==> config.mk <==
export PLATFORM = sky130hd
export DESIGN_NAME = reg_out_display_flat
export DESIGN_NICKNAME = d
export VERILOG_FILES = /design/src/rtl/display_pkg.sv /design/src/rtl/reg_out_display_if.sv /design/src/rtl/bcd_to_seg7.sv /design/src/rtl/reg_out_display.sv /design/src/flat_wrapper.sv
export SDC_FILE = /design/constraint.sdc
export NUM_CORES = 1
export LEC_CHECK = 0
export ABC_AREA = 1
export CORE_UTILIZATION = 40
export CTS_BUF_LIST = sky130_fd_sc_hd__clkbuf_16
export CTS_CLUSTER_DIAMETER = 200
export CTS_CLUSTER_SIZE = 20
export DETAILED_ROUTE_END_ITERATION = 8
export GPL_ROUTABILITY_DRIVEN = 1
export PLACE_DENSITY = 0.59
export SLEW_MARGIN = 20
export SYNTH_ARGS = -nofsm -noshare
export SYNTH_HDL_FRONTEND = slang
export SYNTH_SLANG_ARGS = --single-unit
==> constraint.sdc <==
create_clock -name clk -period 1.95 [get_ports clk]
set_input_delay 0.195 -clock clk [delete_from_list [all_inputs] [get_ports clk]]
set_output_delay 0.195 -clock clk [all_outputs]
set_load 0.01 [all_outputs]
==> src/rtl/display_pkg.sv <==
`default_nettype none
//------------------------------------------------------------------------------
// display_pkg
// Shared FSM states and 7-segment encodings for the reg_out display path.
// Revision: 1.0
//------------------------------------------------------------------------------
package display_pkg;

   typedef enum logic [1:0] {
      IDLE  = 2'd0,
      SHIFT = 2'd1,
      DONE  = 2'd2
   } state_t;

   localparam logic [6:0] SEG_BLANK = 7'h7F;
   localparam logic [6:0] SEG_DASH  = 7'b0111111;

   // Active-low {g,f,e,d,c,b,a}, indexed by decimal digit 9..0
   localparam logic [9:0][6:0] SEG_TABLE = {
      7'b0010000, 7'b0000000, 7'b1111000, 7'b0000010, 7'b0010010,
      7'b0011001, 7'b0110000, 7'b0100100, 7'b1111001, 7'b1000000
   };

endpackage
`default_nettype wire

==> src/rtl/reg_out_display_if.sv <==
`default_nettype none
//------------------------------------------------------------------------------
// reg_out_display_if
// Bus between the CPU reg_out producer and the HEX display consumer.
// Revision: 1.0
//------------------------------------------------------------------------------
interface reg_out_display_if #(
   parameter int IN_W = 64
);
   logic [IN_W-1:0] value;
   logic [6:0]      hex0;
   logic [6:0]      hex1;
   logic [6:0]      hex2;
   logic [6:0]      hex3;
   logic            busy;
   logic            overflow;

   modport master (
      output value,
      input  hex0, hex1, hex2, hex3, busy, overflow
   );

   modport slave (
      input  value,
      output hex0, hex1, hex2, hex3, busy, overflow
   );
endinterface
`default_nettype wire

==> src/rtl/bcd_to_seg7.sv <==
`default_nettype none
//------------------------------------------------------------------------------
// bcd_to_seg7
// One BCD digit to an active-low 7-segment pattern; non-decimal codes blank.
// Revision: 1.0
//------------------------------------------------------------------------------
module bcd_to_seg7
   import display_pkg::*;
(
   input  wire logic [3:0] digit,
   output logic      [6:0] seg
);

   always_comb begin
      seg = SEG_BLANK;
      if (digit <= 4'd9) begin
         seg = SEG_TABLE[digit];
      end
   end

endmodule
`default_nettype wire

==> src/rtl/reg_out_display.sv <==
`default_nettype none
//------------------------------------------------------------------------------
// reg_out_display
// Iterative double-dabble of the CPU reg_out value onto four HEX displays.
// Optional macro LEADING_ZERO_BLANK_EN blanks leading zeros of hex3..hex1.
// Revision: 1.0
//------------------------------------------------------------------------------
module reg_out_display
   import display_pkg::*;
#(
   parameter int IN_W       = 64,
   parameter int DIGITS     = 4,
   parameter int SHIFT_BITS = 14,
   parameter int MAX_VAL    = 9999
) (
   input  wire logic            clk,
   input  wire logic            rst,
   reg_out_display_if.slave     bus
);

   localparam logic [IN_W-1:0] C_MAX = IN_W'(MAX_VAL);
   localparam logic [3:0]      C_LAST_SHIFT = 4'(SHIFT_BITS - 1);

   state_t                      r_state;
   state_t                      w_next_state;
   logic [IN_W-1:0]             r_snap;
   logic                        r_valid;
   logic [SHIFT_BITS-1:0]       r_sr;
   logic [DIGITS-1:0][3:0]      r_bcd;
   logic [DIGITS-1:0][3:0]      w_bcd_adj;
   logic [3:0]                  r_cnt;
   logic [DIGITS-1:0][6:0]      r_hex;
   logic [DIGITS-1:0][6:0]      w_seg;
   logic [DIGITS-1:0][6:0]      w_hex_final;
   logic                        r_overflow;
   logic                        w_capture;
   logic                        w_over;

   assign w_capture = !r_valid || (bus.value != r_snap);
   assign w_over    = bus.value > C_MAX;

   always_ff @(posedge clk or negedge rst) begin
      if (!rst) begin
         r_state <= IDLE;
      end else begin
         r_state <= w_next_state;
      end
   end

   always_comb begin
      w_next_state = r_state;
      case (r_state)
         IDLE:    if (w_capture && !w_over) w_next_state = SHIFT;
         SHIFT:   if (r_cnt == C_LAST_SHIFT) w_next_state = DONE;
         DONE:    w_next_state = IDLE;
         default: w_next_state = IDLE;
      endcase
   end

   always_comb begin
      for (int i = 0; i < DIGITS; i++) begin
         w_bcd_adj[i] = (r_bcd[i] >= 4'd5) ? r_bcd[i] + 4'd3 : r_bcd[i];
      end
   end

   generate
      for (genvar gi = 0; gi < DIGITS; gi++) begin : g_seg
         bcd_to_seg7 u_seg (
            .digit (r_bcd[gi]),
            .seg   (w_seg[gi])
         );
      end
   endgenerate

   // Walk down from the top digit; once a non-zero digit is seen, stop blanking
   always_comb begin
`ifdef LEADING_ZERO_BLANK_EN
      logic w_lead;
      w_hex_final = w_seg;
      w_lead      = 1'b1;
      for (int i = DIGITS - 1; i > 0; i--) begin
         w_lead = w_lead && (r_bcd[i] == 4'd0);
         if (w_lead) begin
            w_hex_final[i] = SEG_BLANK;
         end
      end
`else
      w_hex_final = w_seg;
`endif
   end

   always_ff @(posedge clk or negedge rst) begin
      if (!rst) begin
         r_snap     <= '0;
         r_valid    <= 1'b0;
         r_sr       <= '0;
         r_bcd      <= '0;
         r_cnt      <= '0;
         r_hex      <= {DIGITS{SEG_BLANK}};
         r_overflow <= 1'b0;
      end else begin
         case (r_state)
            IDLE: begin
               if (w_capture) begin
                  r_snap  <= bus.value;
                  r_valid <= 1'b1;
                  if (w_over) begin
                     r_overflow <= 1'b1;
                     r_hex      <= {DIGITS{SEG_DASH}};
                  end else begin
                     r_sr  <= bus.value[SHIFT_BITS-1:0];
                     r_bcd <= '0;
                     r_cnt <= '0;
                  end
               end
            end
            SHIFT: begin
               {r_bcd, r_sr} <= {w_bcd_adj, r_sr} << 1;
               r_cnt         <= r_cnt + 4'd1;
            end
            DONE: begin
               r_hex      <= w_hex_final;
               r_overflow <= 1'b0;
            end
            default: ;
         endcase
      end
   end

   always_comb begin
      bus.busy     = (r_state != IDLE);
      bus.overflow = r_overflow;
      bus.hex0     = r_hex[0];
      bus.hex1     = r_hex[1];
      bus.hex2     = r_hex[2];
      bus.hex3     = r_hex[3];
   end

endmodule
`default_nettype wire

==> src/flat_wrapper.sv <==
// flat-port wrapper written by rule: the top's interface ports become plain ports
module reg_out_display_flat import display_pkg::*;
#(
   parameter int IN_W       = 64,
   parameter int DIGITS     = 4,
   parameter int SHIFT_BITS = 14,
   parameter int MAX_VAL    = 9999
)
  (clk, rst, bus_value, bus_hex0, bus_hex1, bus_hex2, bus_hex3, bus_busy, bus_overflow);
  reg_out_display_if #(.IN_W(IN_W)) bus_i ();
  input  wire logic clk;
  input  wire logic rst;
  input wire logic [$bits(bus_i.value)-1:0] bus_value;
  output wire logic [$bits(bus_i.hex0)-1:0] bus_hex0;
  output wire logic [$bits(bus_i.hex1)-1:0] bus_hex1;
  output wire logic [$bits(bus_i.hex2)-1:0] bus_hex2;
  output wire logic [$bits(bus_i.hex3)-1:0] bus_hex3;
  output wire logic [$bits(bus_i.busy)-1:0] bus_busy;
  output wire logic [$bits(bus_i.overflow)-1:0] bus_overflow;
  assign bus_i.value = bus_value;
  assign bus_hex0 = bus_i.hex0;
  assign bus_hex1 = bus_i.hex1;
  assign bus_hex2 = bus_i.hex2;
  assign bus_hex3 = bus_i.hex3;
  assign bus_busy = bus_i.busy;
  assign bus_overflow = bus_i.overflow;
  reg_out_display #(.IN_W(IN_W), .DIGITS(DIGITS), .SHIFT_BITS(SHIFT_BITS), .MAX_VAL(MAX_VAL)) u_core (.clk(clk), .rst(rst), .bus(bus_i));
endmodule
# After elaboration in Yosys (flattened, before gate mapping)

Memories as Yosys holds them, arrays and structs flattened.
Cells that the tools add are included.

Bits of input ports: 66
ROM bits: 448
Output and inout port bits: 30
Memories: 4
Register bits after elaboration: 130
Word-level logic and storage cells: 87

Reduce and logical (&&, ||, !) cells: 12
Order comparisons: 13
Add/subtract/negate cells: 5
Equal/unequal tests: 9
Multiplexer cells: 30

Memory list:

| memory          | depth | bits a word | rd ports | clocked after Yosys merged registers in | write ports | RTL line          | text |
|---|---|---|---|---|---|---|---|
| (no name shown) | 16    | 7           | 1        | 0                                       | 0           | bcd_to_seg7.sv:17 | `seg = SEG_TABLE[digit];` |
| (no name shown) | 16    | 7           | 1        | 0                                       | 0           | bcd_to_seg7.sv:17 |  |
| (no name shown) | 16    | 7           | 1        | 0                                       | 0           | bcd_to_seg7.sv:17 |  |
| (no name shown) | 16    | 7           | 1        | 0                                       | 0           | bcd_to_seg7.sv:17 |  |

Operator list:

| kind                                                             | count |
|---|---|
| greater-than comparator 64 x 14 -> 1 bit (second input constant) | 1 |
| inequality test 64 bit                                           | 1 |
| 2-to-1 mux 28 bit                                                | 2 |
| 2-to-1 mux 7 bit                                                 | 8 |
| one-hot mux 28 bit (2 select lines)                              | 1 |
| 2-to-1 mux 16 bit                                                | 2 |
| one-hot mux 16 bit (2 select lines)                              | 1 |
| 2-to-1 mux 14 bit                                                | 2 |
| one-hot mux 14 bit (2 select lines)                              | 1 |
| < comparator 4 x 5 -> 1 bit (second input constant)              | 4 |
| 2-to-1 mux 4 bit                                                 | 5 |
| >= comparator 4 x 3 -> 1 bit (second input constant)             | 4 |
| less-or-equal comparator 4 bit (second input constant)           | 4 |
| adder 4 x 2 -> 4 bit (second input constant)                     | 3 |
| inequality test 2 x 1 -> 1 bit (second input constant)           | 4 |
| one-hot mux 4 bit (2 select lines)                               | 1 |
| AND reduction 3 bit                                              | 2 |
| nonzero test 2 bit                                               | 3 |
| adder 4 x 1 -> 4 bit (second input constant)                     | 1 |
| == test 4 bit (second input constant)                            | 1 |
| 2-to-1 mux 2 bit                                                 | 2 |
| one-hot mux 2 bit (2 select lines)                               | 1 |
| AND reduction 2 bit                                              | 2 |
| adder 3 x 2 -> 3 bit (second input constant)                     | 1 |
| 10 further kinds                                                 | 12 |

# Depth between registers and ports, before layout

Gate-level depths: netlist of run 1.

Depth after elaboration: 5
Mapped depth: 14
Depth with buffers taken out: 13

# By module

Synthesis of run 1 repeated with hierarchy kept, for this count alone.

Cells, all modules: 1,356
Area total of the unflattened synthesis: 8,745.9 um^2

By module, submodules not included:

| module          | seq. area each (um^2) | cells each | area an instance (um^2) | times used |
|---|---|---|---|---|
| reg_out_display | 3,288.2               | 1,232      | 7,960.1                 | 1 |
| bcd_to_seg7     | 0.0                   | 31         | 196.4                   | 4 |

# Least setup slack after synthesis of run 1

No wires, ideal clock.

Kind: reg-to-reg
From: reg u_core.r_snap[3]
To: reg u_core.r_sr[1]
Period minus slack after synthesis: 1.545 ns
Path buffers: 1
Arrival: 1.479 ns
Required time: 1.884 ns
Cell stages (with the launch flop): 10
Slack: 0.405 ns
Setup time: 0.066 ns
Cells stage by stage: dfrtp_1 nand2_1 nand2_1 or3_1 nor2_1 nand3_1 nand2_1 buf_2 nand3_1 nand2_1

Cells in the longest elaborated chain, start to end: 4

Ends and longest elaborated chain:

| what                                            | RTL line               | text |
|---|---|---|
| start: declaration                              | reg_out_display.sv:26  | `logic [IN_W-1:0] r_snap;` |
| start signal: assignment                        | reg_out_display.sv:105 | `r_snap <= bus.value;` |
| inequality test 64 bit                          | reg_out_display.sv:39  | `assign w_capture = !r_valid \|\| (bus.value != r_snap);` |
| logical OR 1 bit                                | reg_out_display.sv:39  |  |
| inequality test 2 x 1 -> 1 bit (no source line) | n/a                    |  |
| AND reduction 3 bit (no source line)            | n/a                    |  |
| end signal: assignment                          | reg_out_display.sv:111 | `r_sr <= bus.value[SHIFT_BITS-1:0];` |
| end signal: assignment                          | reg_out_display.sv:118 | `{r_bcd, r_sr} <= {w_bcd_adj, r_sr} << 1;` |
| end: declaration                                | reg_out_display.sv:28  | `logic [SHIFT_BITS-1:0] r_sr;` |

Every way passes these cells.
A chain may end at the register's enable or synchronous reset.

# Worst setup path in the final report of run 1

From: reg u_core.r_snap[11]
To: reg u_core.r_snap[59]

Cells in the longest elaborated chain, start to end: 3

Ends and longest elaborated chain:

| what                                 | RTL line |
|---|---|
| inequality test 64 bit               | reg_out_display.sv:39 |
| logical OR 1 bit                     | reg_out_display.sv:39 |
| AND reduction 2 bit (no source line) | n/a |

Every way passes these cells.

==> run_results.csv, run 1 <==
group,metric,value,unit
clock_tree,cts_buffers,17,
timing,worst_slack,-0.0175,ns
critical_path,end_kind,"flip-flop",
critical_path,cp-start-kind,"flip-flop",
yosys,synth_mux_area_frac,0,
global_routing,grt_remaining_overflow,0,
timing,relSlewSlack,0.698,
floorplanning,die_w,147,um
drt,drcViolationCount,0,
timing,maxSlewViolCount,0,
drt,ant_nets,0,
timing,skew,0.0160,ns
final_layout,nFillCells,1931,
power,power.density,580,nW/um^2
drt,wl,25400,um
critical_path,path_common_cell,"nand2_1",
flow_run,cap_violations,0,
clock_tree,clock_sinks,130,
clock_tree,clkLatencyLatePin,0.43,ns
final_layout,final_cells,1829,
yosys,netlist_instances,1290,
floorplanning,start_util,0.410,
floorplanning,coreArea,20400,sq um
yosys,synthesis.nets,1378,
final_layout,syn_to_final_growth,43.9,%
drt,wl_per_cell,13.9,um
critical_path,crit_arrival,2.31,ns
clock_tree,clockBufferDepth,2,
critical_path,crit_slowest_cell,"dfrtp_1",
drt,firstDrtPassIters,5,
timing,rsz0062_at_grt,"true",
critical_path,crit_fanout,9,
critical_path,worstSetupPathType,"reg2reg",
clock_tree,cts_root_buf,"clkbuf_16",
power,total_power,6.97,mW
min_path,holdCritPathClass,"in2async",
final_layout,seq_area,3290,sq um
final_layout,multi_input_area,4550,sq um
yosys,synth_top_family_by_area,"simple AND/OR/NAND/NOR gates",
critical_path,cpPeakStageDelay,0.39,ns
yosys,yosysWarningCount,0,
global_routing,grt_usage,0.227,
timing,finalCritPeriodShare,1.01,
floorplanning,io_pins,96,
drt,num_vias,8741,
timing,final-setup-viol-count,3,
placed_design,place_inst,1772,
placed_design,gp_congestion,0.868,
placed_design,dpl.hpwl,17800,um
yosys,netlist_area,8360,sq um
final_layout,fin_nets,1634,
global_routing,grt_first_pass_wirelength,38800,um
clock_tree,clk_pin_slew,0.06,ns
drt,drt_iter0_markers,518,
timing,tightest_slew,0.449,ns
yosys,yosys.area_share.simple,0.383,
outcome,status,"finished, violations left",
yosys,avgSynthCellArea,6.48,sq um
timing,fin_crit,1.97,ns
timing,hold_violations,0,
yosys,synth-compound-area-share,0.0849,
drt,viasPerCell,4.78,
timing,max_freq,508,MHz
final_layout,diodes,0,
yosys,synth_fa_ha_area_frac,0.0329,
critical_path,cp_cell_sequence,"nand2_1 > nand2_1 > nor2_1 > nand2_1 > nor2_2 > nand2_2 > nor2_4 > nand3_4 > buf_12 > nand2_8 > clkbuf_16 > nand2_1 > o21ai_1",
floorplanning,die_area,21500,sq um
global_routing,first_global_vias,7913,
power,ir_drop,0.000596,V
global_routing,grt_max_degree,68,
placed_design,port_buffers,95,
yosys,synth_seq_area_share,0.393,
yosys,synth_xor_area_frac,0.00314,
power,leakage,6.21,nW
outcome,violations,"setup timing",
global_routing,antenna_found_initial,0,
final_layout,drive_gt1_frac,0.227,
yosys,synth-seq-cells,130,
floorplanning,rows,52,
yosys,synth_cell_types,29,
critical_path,cp.required,2.29,ns
clock_tree,htreeDepth,4,
clock_tree,cts_tree,"done",
floorplanning,die_y,147,um
-- metal layers --
layer	GRT usage	vias up	wire (um)	part of all wire
li1	-	4525	-	-
met4	0.0510	0	235	0.0092
met1	0.323	4006	12500	0.49
met3	0.0353	18	1100	0.043
met5	0	-	0	0
met2	0.362	192	11600	0.46
-- worst max-delay path: cells and delay by family, from the launching register on --
kind	cells	cell delay (ns)
AO/OA/AOI/OAI	1	0.08
flip-flops	1	0.39
AND/OR/NAND/NOR	10	1.07
buffers and inverters	2	0.34
-- registers in the layout, summed over array words and instances (netlist names) --
name / flops
u_core.r_snap: 64
u_core.r_bcd: 16
u_core.r_sr: 14
u_core.bus.hex0: 7
u_core.bus.hex1: 7
u_core.bus.hex2: 7
u_core.bus.hex3: 7
u_core.r_cnt: 4
u_core.r_state: 2
u_core.bus.overflow: 1
u_core.r_valid: 1
-- path summary, 6_finish.rpt --
kind	startpoint	to	slack, ns	cells past startpoint
max	u_core.r_snap[11]	u_core.r_snap[59]	-0.02	13
min	rst	u_core.r_snap[46]	0.24	2
max reg2reg	u_core.r_snap[11]	u_core.r_snap[59]	-0.02	13
min reg2reg	u_core.bus.hex3[6]	u_core.bus.hex3[6]	0.47	2
max in group asynchronous	rst	u_core.bus.hex0[4]	0.98	3
min in group clk	bus_value[25]	u_core.r_snap[25]	0.37	3
-- cell usage in the layout (no fill, tap or decap), drive strengths merged, types with 3 or more instances in the layout --
master	count
nand2	530
clkbuf	30
a21oi	14
xor2	3
clkdlybuf4s50	94
inv	166
buf	169
nand3	96
clkinv	10
nor2	140
dfstp	28
o211ai	12
or2	8
ha	22
o21ai	108
dfrtp	102
nand4	19
-- repair_timing --
item                                    in CTS  in global routing
cloned                                       0                 17
gates resized for setup                      2                112
hold endpoints to repair                    36                  0
setup buffers                                0                  7
endpoints found under the setup margin      88                127
hold buffers                                 1                  0
pin swaps                                    0                 31
-- cells in the mapped netlist --
| master | number | area [sq um] |
|---|---|---|
| a21oi_1 | 14 | 70.1 |
| and2_1 | 1 | 6.26 |
| and3_1 | 1 | 6.26 |
| buf_1 | 2 | 7.51 |
| buf_2 | 7 | 35.0 |
| buf_4 | 9 | 67.6 |
| buf_6 | 7 | 78.8 |
| clkbuf_1 | 13 | 48.8 |
| clkinv_1 | 2 | 7.51 |
| dfrtp_1 | 102 | 2550 |
| dfstp_2 | 28 | 736 |
| ha_1 | 22 | 275 |
| inv_1 | 145 | 544 |
| inv_2 | 18 | 67.6 |
| nand2_1 | 527 | 1980 |
| nand2_2 | 2 | 12.5 |
| nand3_1 | 95 | 475 |
| nand3_2 | 1 | 10.0 |
| nand3b_1 | 1 | 7.51 |
| nand4_1 | 19 | 119 |
| nor2_1 | 140 | 526 |
| nor3_1 | 1 | 5.00 |
| o2111ai_1 | 1 | 8.76 |
| o211ai_1 | 12 | 90.1 |
| o21ai_0 | 48 | 240 |
| o21ai_1 | 60 | 300 |
| or2_2 | 8 | 50.1 |
| or3_1 | 1 | 6.26 |
| xor2_1 | 3 | 26.3 |
-- stage by stage --
stage / area, sq um / setup slack (ns) / hold WS, ns / TNS (ns) / util
detailed placement: 10700 / -0.479 / 0.135 / -48.17 / 0.525
floorplan: 8360 / 0.406 / -0.101 / 0 / -
global route: 12000 / -0.108 / 0.302 / -7.71 / 0.591
CTS: 11300 / 0.00460 / 0.266 / 0 / 0.554
finish: 12000 / -0.0175 / 0.244 / -0.0218 / 0.591
global placement: 10700 / -0.488 / 0.135 / -49.68 / 0.525
-- report_power, final --
| part | leakage, nW | switching [mW] | internal, mW |
|---|---|---|---|
| Clock | 0.286 | 1.28 | 1.84 |
| Combinational | 4.41 | 0.528 | 0.497 |
| Sequential | 1.52 | 0.0562 | 2.77 |
-- layout make-up --
| cell class | count | share of cell area |
|---|---|---|
| clock buffer | 20 | 0.0416 |
| clock inverter | 12 | 0.00645 |
| inverter | 165 | 0.0515 |
| multi-input combinational | 958 | 0.379 |
| sequential | 130 | 0.273 |
| tap | 270 | 0.0281 |
| timing repair buffer | 274 | 0.220 |
-- kinds of logic after synthesis --
group	count (synthesis)
AO/OA/AOI/OAI	135
flip-flops	130
XOR/XNOR	3
AND/OR/NAND/NOR	797
adder cells (fa/ha/maj)	22
buffers and inverters	203
(Power assumes the default switching activity.)
==> run 2: changes to the inputs <==
--- a/config.mk
+++ b/config.mk
@@ -5,14 +5,15 @@
 export SDC_FILE = /design/constraint.sdc
 export NUM_CORES = 1
 export LEC_CHECK = 0
-export ABC_AREA = 1
+export ABC_AREA = 0
+export CAP_MARGIN = 20
 export CORE_UTILIZATION = 40
 export CTS_BUF_LIST = sky130_fd_sc_hd__clkbuf_16
 export CTS_CLUSTER_DIAMETER = 200
 export CTS_CLUSTER_SIZE = 20
 export DETAILED_ROUTE_END_ITERATION = 8
 export GPL_ROUTABILITY_DRIVEN = 1
-export PLACE_DENSITY = 0.59
+export PLACE_DENSITY = 0.6
 export SLEW_MARGIN = 20
 export SYNTH_ARGS = -nofsm -noshare
 export SYNTH_HDL_FRONTEND = slang
==> run 2 against run 1 <==
- the run still ends with setup timing left
- register-to-register slack worse by 0.50 ns
- sequential share of layout area grew 6.1 points
- routed wire length shrank 27%
- synthesized cell count fell by 50%
- maximum frequency down 20%
- synthesized area is 16% lower
- critical endpoint is now u_core.r_snap[15]
- highest routed layer unchanged
==> run_results.csv, run 2 <==
group,metric,value,unit
floorplanning,start_util,0.415,
drt,wl_per_cell,17.5,um
critical_path,rr_endpoint,"u_core.r_snap[15]",
drt,ant_nets,0,
timing,worst_slack,-0.522,ns
min_path,hold_path_depth,2,
clock_tree,clock_sinks,130,
placed_design,dp_slack,-0.928,ns
global_routing,grt_remaining_overflow,0,
drt,drcViolationCount,0,
power,leakage,4.19,nW
final_layout,final_cells,1061,
yosys,synthesis.nets,736,
floorplanning,die_w,134,um
critical_path,r2r_start,"u_core.r_snap[8]",
clock_tree,cts_buffers,17,
final_layout,diodes,0,
timing,skew,0.00736,ns
timing,fin_crit,2.47,ns
outcome,violations,"setup timing",
global_routing,grt_max_degree,51,
yosys,synth_edf_count,0,
global_routing,grt_usage,0.221,
critical_path,end_kind,"flip-flop",
global_routing,grt_first_pass_wirelength,30500,um
clock_tree,clkLatencyLatePin,0.42,ns
clock_tree,cts_tree,"done",
final_layout,final_common_cell,"dfrtp_1",
timing,finalCritPeriodShare,1.27,
timing,setup_tns,-54.28,ns
drt,drt_iter0_markers,242,
timing,maxSlewViolCount,0,
critical_path,r2r_slack,-0.52,ns
timing,hold_violations,0,
critical_path,crit_arrival,2.77,ns
final_layout,final_cell_mix,"102 x dfrtp_1, 90 x clkdlybuf4s50_1, 72 x buf_4, 47 x mux2_2, 37 x xnor2_1",
drt,num_vias,5545,
final_layout,syn_to_final_growth,40.6,%
placed_design,port_buffers,95,
final_layout,drive_gt1_frac,0.298,
clock_tree,clockBufferDepth,2,
placed_design,dpl.hpwl,13300,um
yosys,synthTopCellsByArea,"dfrtp_1 37%, dfstp_2 11%, mux2_2 10%",
yosys,synth_common_cells,"102 x dfrtp_1, 62 x mux2_2, 48 x o21ai_0",
yosys,yosysTopAreaCellShare,0.365,
final_layout,regMostFlops,"u_core.r_snap",
yosys,netlist_area,6990,sq um
yosys,synth_cell_types,47,
timing,rsz0062_at_grt,"true",
critical_path,rr_worst_depth,8,
yosys,synth-seq-cells,130,
floorplanning,rows,47,
drt,wl,18600,um
drt,firstDrtPassIters,4,
critical_path,worstSetupPathType,"reg2reg",
yosys,yosys.cell_count.top_type,"dfrtp_1",
outcome,status,"finished, violations left",
clock_tree,htreeDepth,4,
floorplanning,coreArea,16800,sq um
clock_tree,clk_pin_slew,0.06,ns
critical_path,cp-endpoint,"u_core.r_snap[15]",
min_path,holdCritPathClass,"in2reg",
final_layout,nFillCells,1413,
yosys,netlist_instances,648,
yosys,yosysWarningCount,0,
placed_design,gp_congestion,0.857,
clock_tree,cts_root_buf,"clkbuf_16",
timing,relSlewSlack,0.589,
floorplanning,die_y,134,um
flow_run,cap_violations,0,
final_layout,largest_reg_flops,64,
drt,viasPerCell,5.23,
yosys,avgSynthCellArea,10.8,sq um
power,ir_drop,0.000624,V
yosys,yosysTopAreaCell,"dfrtp_1",
placed_design,place_inst,1012,
timing,tightest_slew,0.617,ns
power,power.density,658,nW/um^2
timing,final-setup-viol-count,129,
critical_path,crit_fanout,23,
final_layout,reg_top3,"u_core.r_snap x64, u_core.r_bcd x16, u_core.r_sr x14",
final_layout,utilization,0.584,
final_layout,fin_nets,916,
critical_path,cp-start-kind,"flip-flop",
yosys,ys.flop_type,"dfrtp_1",
yosys,synthArstFlopShare,1.00,
critical_path,setup.worst_path.start,"u_core.r_snap[8]",
global_routing,first_global_vias,5853,
floorplanning,io_pins,96,
global_routing,antenna_found_initial,0,
timing,max_freq,404,MHz
floorplanning,die_area,18000,sq um
yosys,synth_seq_area_share,0.471,
critical_path,cp.required,2.25,ns
## run 2: cell types whose count changed after synthesis, sizes merged, moves of 21 or more
cell    previous run  this run
mux2               0        62
nor2             140        31
nand3             96        13
nand2            529        37
xnor2              0        43
inv              163        27
nor4               0        21
o21ai            108        48
nand2b             0        31
## run 2: final cells by class
cell class	instances	area (sq um)	area share
multi-input cells	469	3850	0.392
inverters	27	101	0.0103
well taps	220	275	0.0280
clock buffers	17	425	0.0433
repair buffers	183	1770	0.180
flip-flops and latches	130	3290	0.335
clock inverters	15	116	0.0118
## run 2: power breakdown
| group | switching (mW) | leakage (nW) | internal, mW | total (mW) |
|---|---|---|---|---|
| Clock | 1.15 | 0.294 | 1.83 | 2.97 |
| Sequential | 0.0507 | 1.47 | 2.77 | 2.82 |
| Combinational | 0.298 | 2.43 | 0.367 | 0.665 |
| Total | 1.50 | 4.19 | 4.97 | 6.46 |
## run 2: cells by family after synthesis
kind of cell	Yosys count	synth area share
XOR/XNOR	58	0.0727
buffers and inverters	51	0.0331
AO/OA/AOI/OAI	124	0.117
flip-flops	130	0.471
adder cells (fa/ha/maj)	22	0.0394
multiplexers	82	0.129
AND/OR/NAND/NOR	181	0.138
## run 2: worst min-delay path by stage
| stage | from | to |
|---|---|---|
| 2_1_floorplan | rst | u_core.bus.overflow |
| 3_3_place_gp | rst | u_core.r_bcd[4] |
| 3_5_place_dp | rst | u_core.r_bcd[4] |
| 4_1_cts | bus_value[37] | u_core.r_snap[37] |
| 5_1_grt | bus_value[37] | u_core.r_snap[37] |
| 6_report | bus_value[37] | u_core.r_snap[37] |
## run 2: critical path, cell delays in order (launching register included)
cell and delay (ns):
dfrtp_1 0.40, xor2_2 0.18, or4_1 0.52, nor4_1 0.18, nand2_1 0.14, nor3_4 0.15
or2_4 0.21, buf_12 0.20, mux2_2 0.35
## run 2: through the flow
stage | instance area [sq um] | power, mW | hold WS (ns)
after floorplan | 7120 | 3.07 | -0.101
after global placement | 8810 | 3.49 | 0.197
after detailed placement | 8810 | 3.50 | 0.200
after CTS | 9700 | 6.51 | 0.226
after global routing | 9820 | 6.70 | 0.243
final | 9820 | 6.46 | 0.235
## run 2: what timing repair did
item,CTS,global route
hold buffers,1,0
setup endpoints to repair,129,129
pin swaps,16,6
buffers inserted,9,3
endpoints found under the hold margin,15,0
resized for setup,45,31
gates cloned,5,1
## run 2: metal layers
metal,GRT usage,up-vias,routed length (um)
li1,-,2678,-
met2,0.381,109,9480
met3,0.0389,37,496
met5,0,-,0
met4,0.107,0,629
met1,0.268,2721,8000
==> run 3: changes to the inputs <==
--- a/config.mk
+++ b/config.mk
@@ -6,6 +6,7 @@
 export NUM_CORES = 1
 export LEC_CHECK = 0
 export ABC_AREA = 0
+export ABC_CLOCK_PERIOD_IN_PS = 1950
 export CAP_MARGIN = 20
 export CORE_UTILIZATION = 40
 export CTS_BUF_LIST = sky130_fd_sc_hd__clkbuf_16
==> results of run 3 <==
The final DEF is identical to that of run 2; final timing and power are the same.
==> edit (flow settings as in run 3) <==
`MAX_VAL` is set to 9999 in 2 places; all go to 8192.
--- a/src/rtl/reg_out_display.sv
+++ b/src/rtl/reg_out_display.sv
@@ -11,7 +11,7 @@
    parameter int IN_W       = 64,
    parameter int DIGITS     = 4,
    parameter int SHIFT_BITS = 14,
-   parameter int MAX_VAL    = 9999
+   parameter int MAX_VAL    = 8192
 ) (
    input  wire logic            clk,
    input  wire logic            rst,
--- a/src/flat_wrapper.sv
+++ b/src/flat_wrapper.sv
@@ -4,7 +4,7 @@
    parameter int IN_W       = 64,
    parameter int DIGITS     = 4,
    parameter int SHIFT_BITS = 14,
-   parameter int MAX_VAL    = 9999
+   parameter int MAX_VAL    = 8192
 )
   (clk, rst, bus_value, bus_hex0, bus_hex1, bus_hex2, bus_hex3, bus_busy, bus_overflow);
   reg_out_display_if #(.IN_W(IN_W)) bus_i ();
Function: changed (Yosys sat finds a counterexample within 4 cycles, from zero or initial values and one cycle with rst low).
==> edit against run 3 <==
The run still ends with negative setup slack left; worst setup slack better by 130 ps; combinational power down 4.8%; synthesized area up 0.50%; largest cell class unchanged; non-clock buffer count down 1; final area up 3.1%; power down 2.7%; critical path type unchanged; routed wire length up 4.2%; sequential cell count unchanged.
==> edit: results (changes against run 3) <==
Power
  • P_clk: 2.83 mW (-5%)
  • Worst vdd ir: 607 µV (-2.7%)
  • Leakage power: 4.32 nW (+3.1%)

Outcome
  • Failing checks: negative setup slack
  • Status: finished with violations

Global routing
  • Largest net degree at the start of global routing: 46 (-9.8%)
  • Vias in the first global route: 5903 (+0.85%)
  • Tot GR Track Use: 22.0% (-0.17 points)
  • Met1 Usage GRT: 29.1% (+2.3 points)
  • GR Util met2: 35.5% (-2.5 points)
  • First-pass GRT wire length: 30300 µm (-0.63%)

STA
  • Endpoints failing setup: 128 (-0.78%)
  • Final worst-path setup slack: -389 ps (+134 ps)
  • Clk_skew: 9.60 ps (+2.24 ps)
  • Slew headroom: 71.2% (+12 points)
  • WHS: 175 ps (-60.9 ps)

Detailed routing
  • Vias per inst: 5.27 (+0.86%)
  • Starting DRT DRC Count: 292 (+21%)
  • Routed len/inst: 17.8 µm (+1.5%)

Cells and area
  • Fill count: 1382 (-2.2%)
  • Non-clk bufs: 182 (-0.55%)
  • Sequential share of cell area: 32.5% (-1.0 points)
  • Fraction of layout cells with a size suffix above 1: 32.6% (+2.8 points)
  • Final Instance Area: 10100 µm² (+3.1%)
  • NonClk Buf Share: 19.1% (+1.1 points)
  • Multi-input comb cells: 491 (+4.7%)

Worst hold path
  • Hold path start: bus_value[27]
  • Worst Hold Path EP: u_core.r_snap[27]

Placed design
  • Placer Congestion: 0.877 (+2.4%)
  • Post-placement worst setup slack: -900 ps (+27.5 ps)

Critical path
  • Reg2reg setup slack: -390 ps (+130 ps)
  • CP peak stage delay: 400 ps (-120 ps)
  • Crit-path max FO: 10 (-57%)
  • Worst flop-to-flop path endpoint: u_core.r_snap[37]
  • Crit-path slowest cell: dfrtp_1
  • Critical Path Source: u_core.r_snap[41]

Yosys
  • Sequential area share after synthesis: 46.8% (-0.23 points)
  • Synthesized area: 7020 µm² (+0.50%)
  • Syn Inst Count: 682 (+5.2%)
  • Unique masters post-synth: 41 (-13%)
  • Synth Net Count: 770 (+4.6%)
  • Top post-synthesis cells by count: dfrtp_1, nand2_1, mux2_2, o21ai_0, xnor2_1

CTS
  • Post-CTS setup buffers: 5 (-4)
  • Post_cts resized: 31 (-31%)
==> edit: cell count changes after synthesis, moves of 9 or more <==
cell / change
xnor2_1: +11
o21ai_0: +11
nand2_1: +35
mux2i_1: -17
a2bb2oi_1: -9
a21oi_1: +27
a22o_1: -10
nor2_1: +9
o21a_1: -10
nand2b_1: -23
==> edit: per-layer routing <==
layer / wire, µm / up-vias
met5: 0 / -
met4: 341 / 0
met2: 9340 / 139
met3: 627 / 27
li1: - / 2736
met1: 9080 / 2838
==> edit: kinds of logic (layout without fill, tap and decap cells) <==
kind of cell	count (synthesis)	count (layout)	share of synthesized area, %
compound gates	145	145	12.4
mux	81	81	13.4
simple gates	181	181	11.9
buf+inv	61	243	3.90
fa+ha+maj	22	22	3.92
xor+xnor	62	62	7.73
flops	130	130	46.8
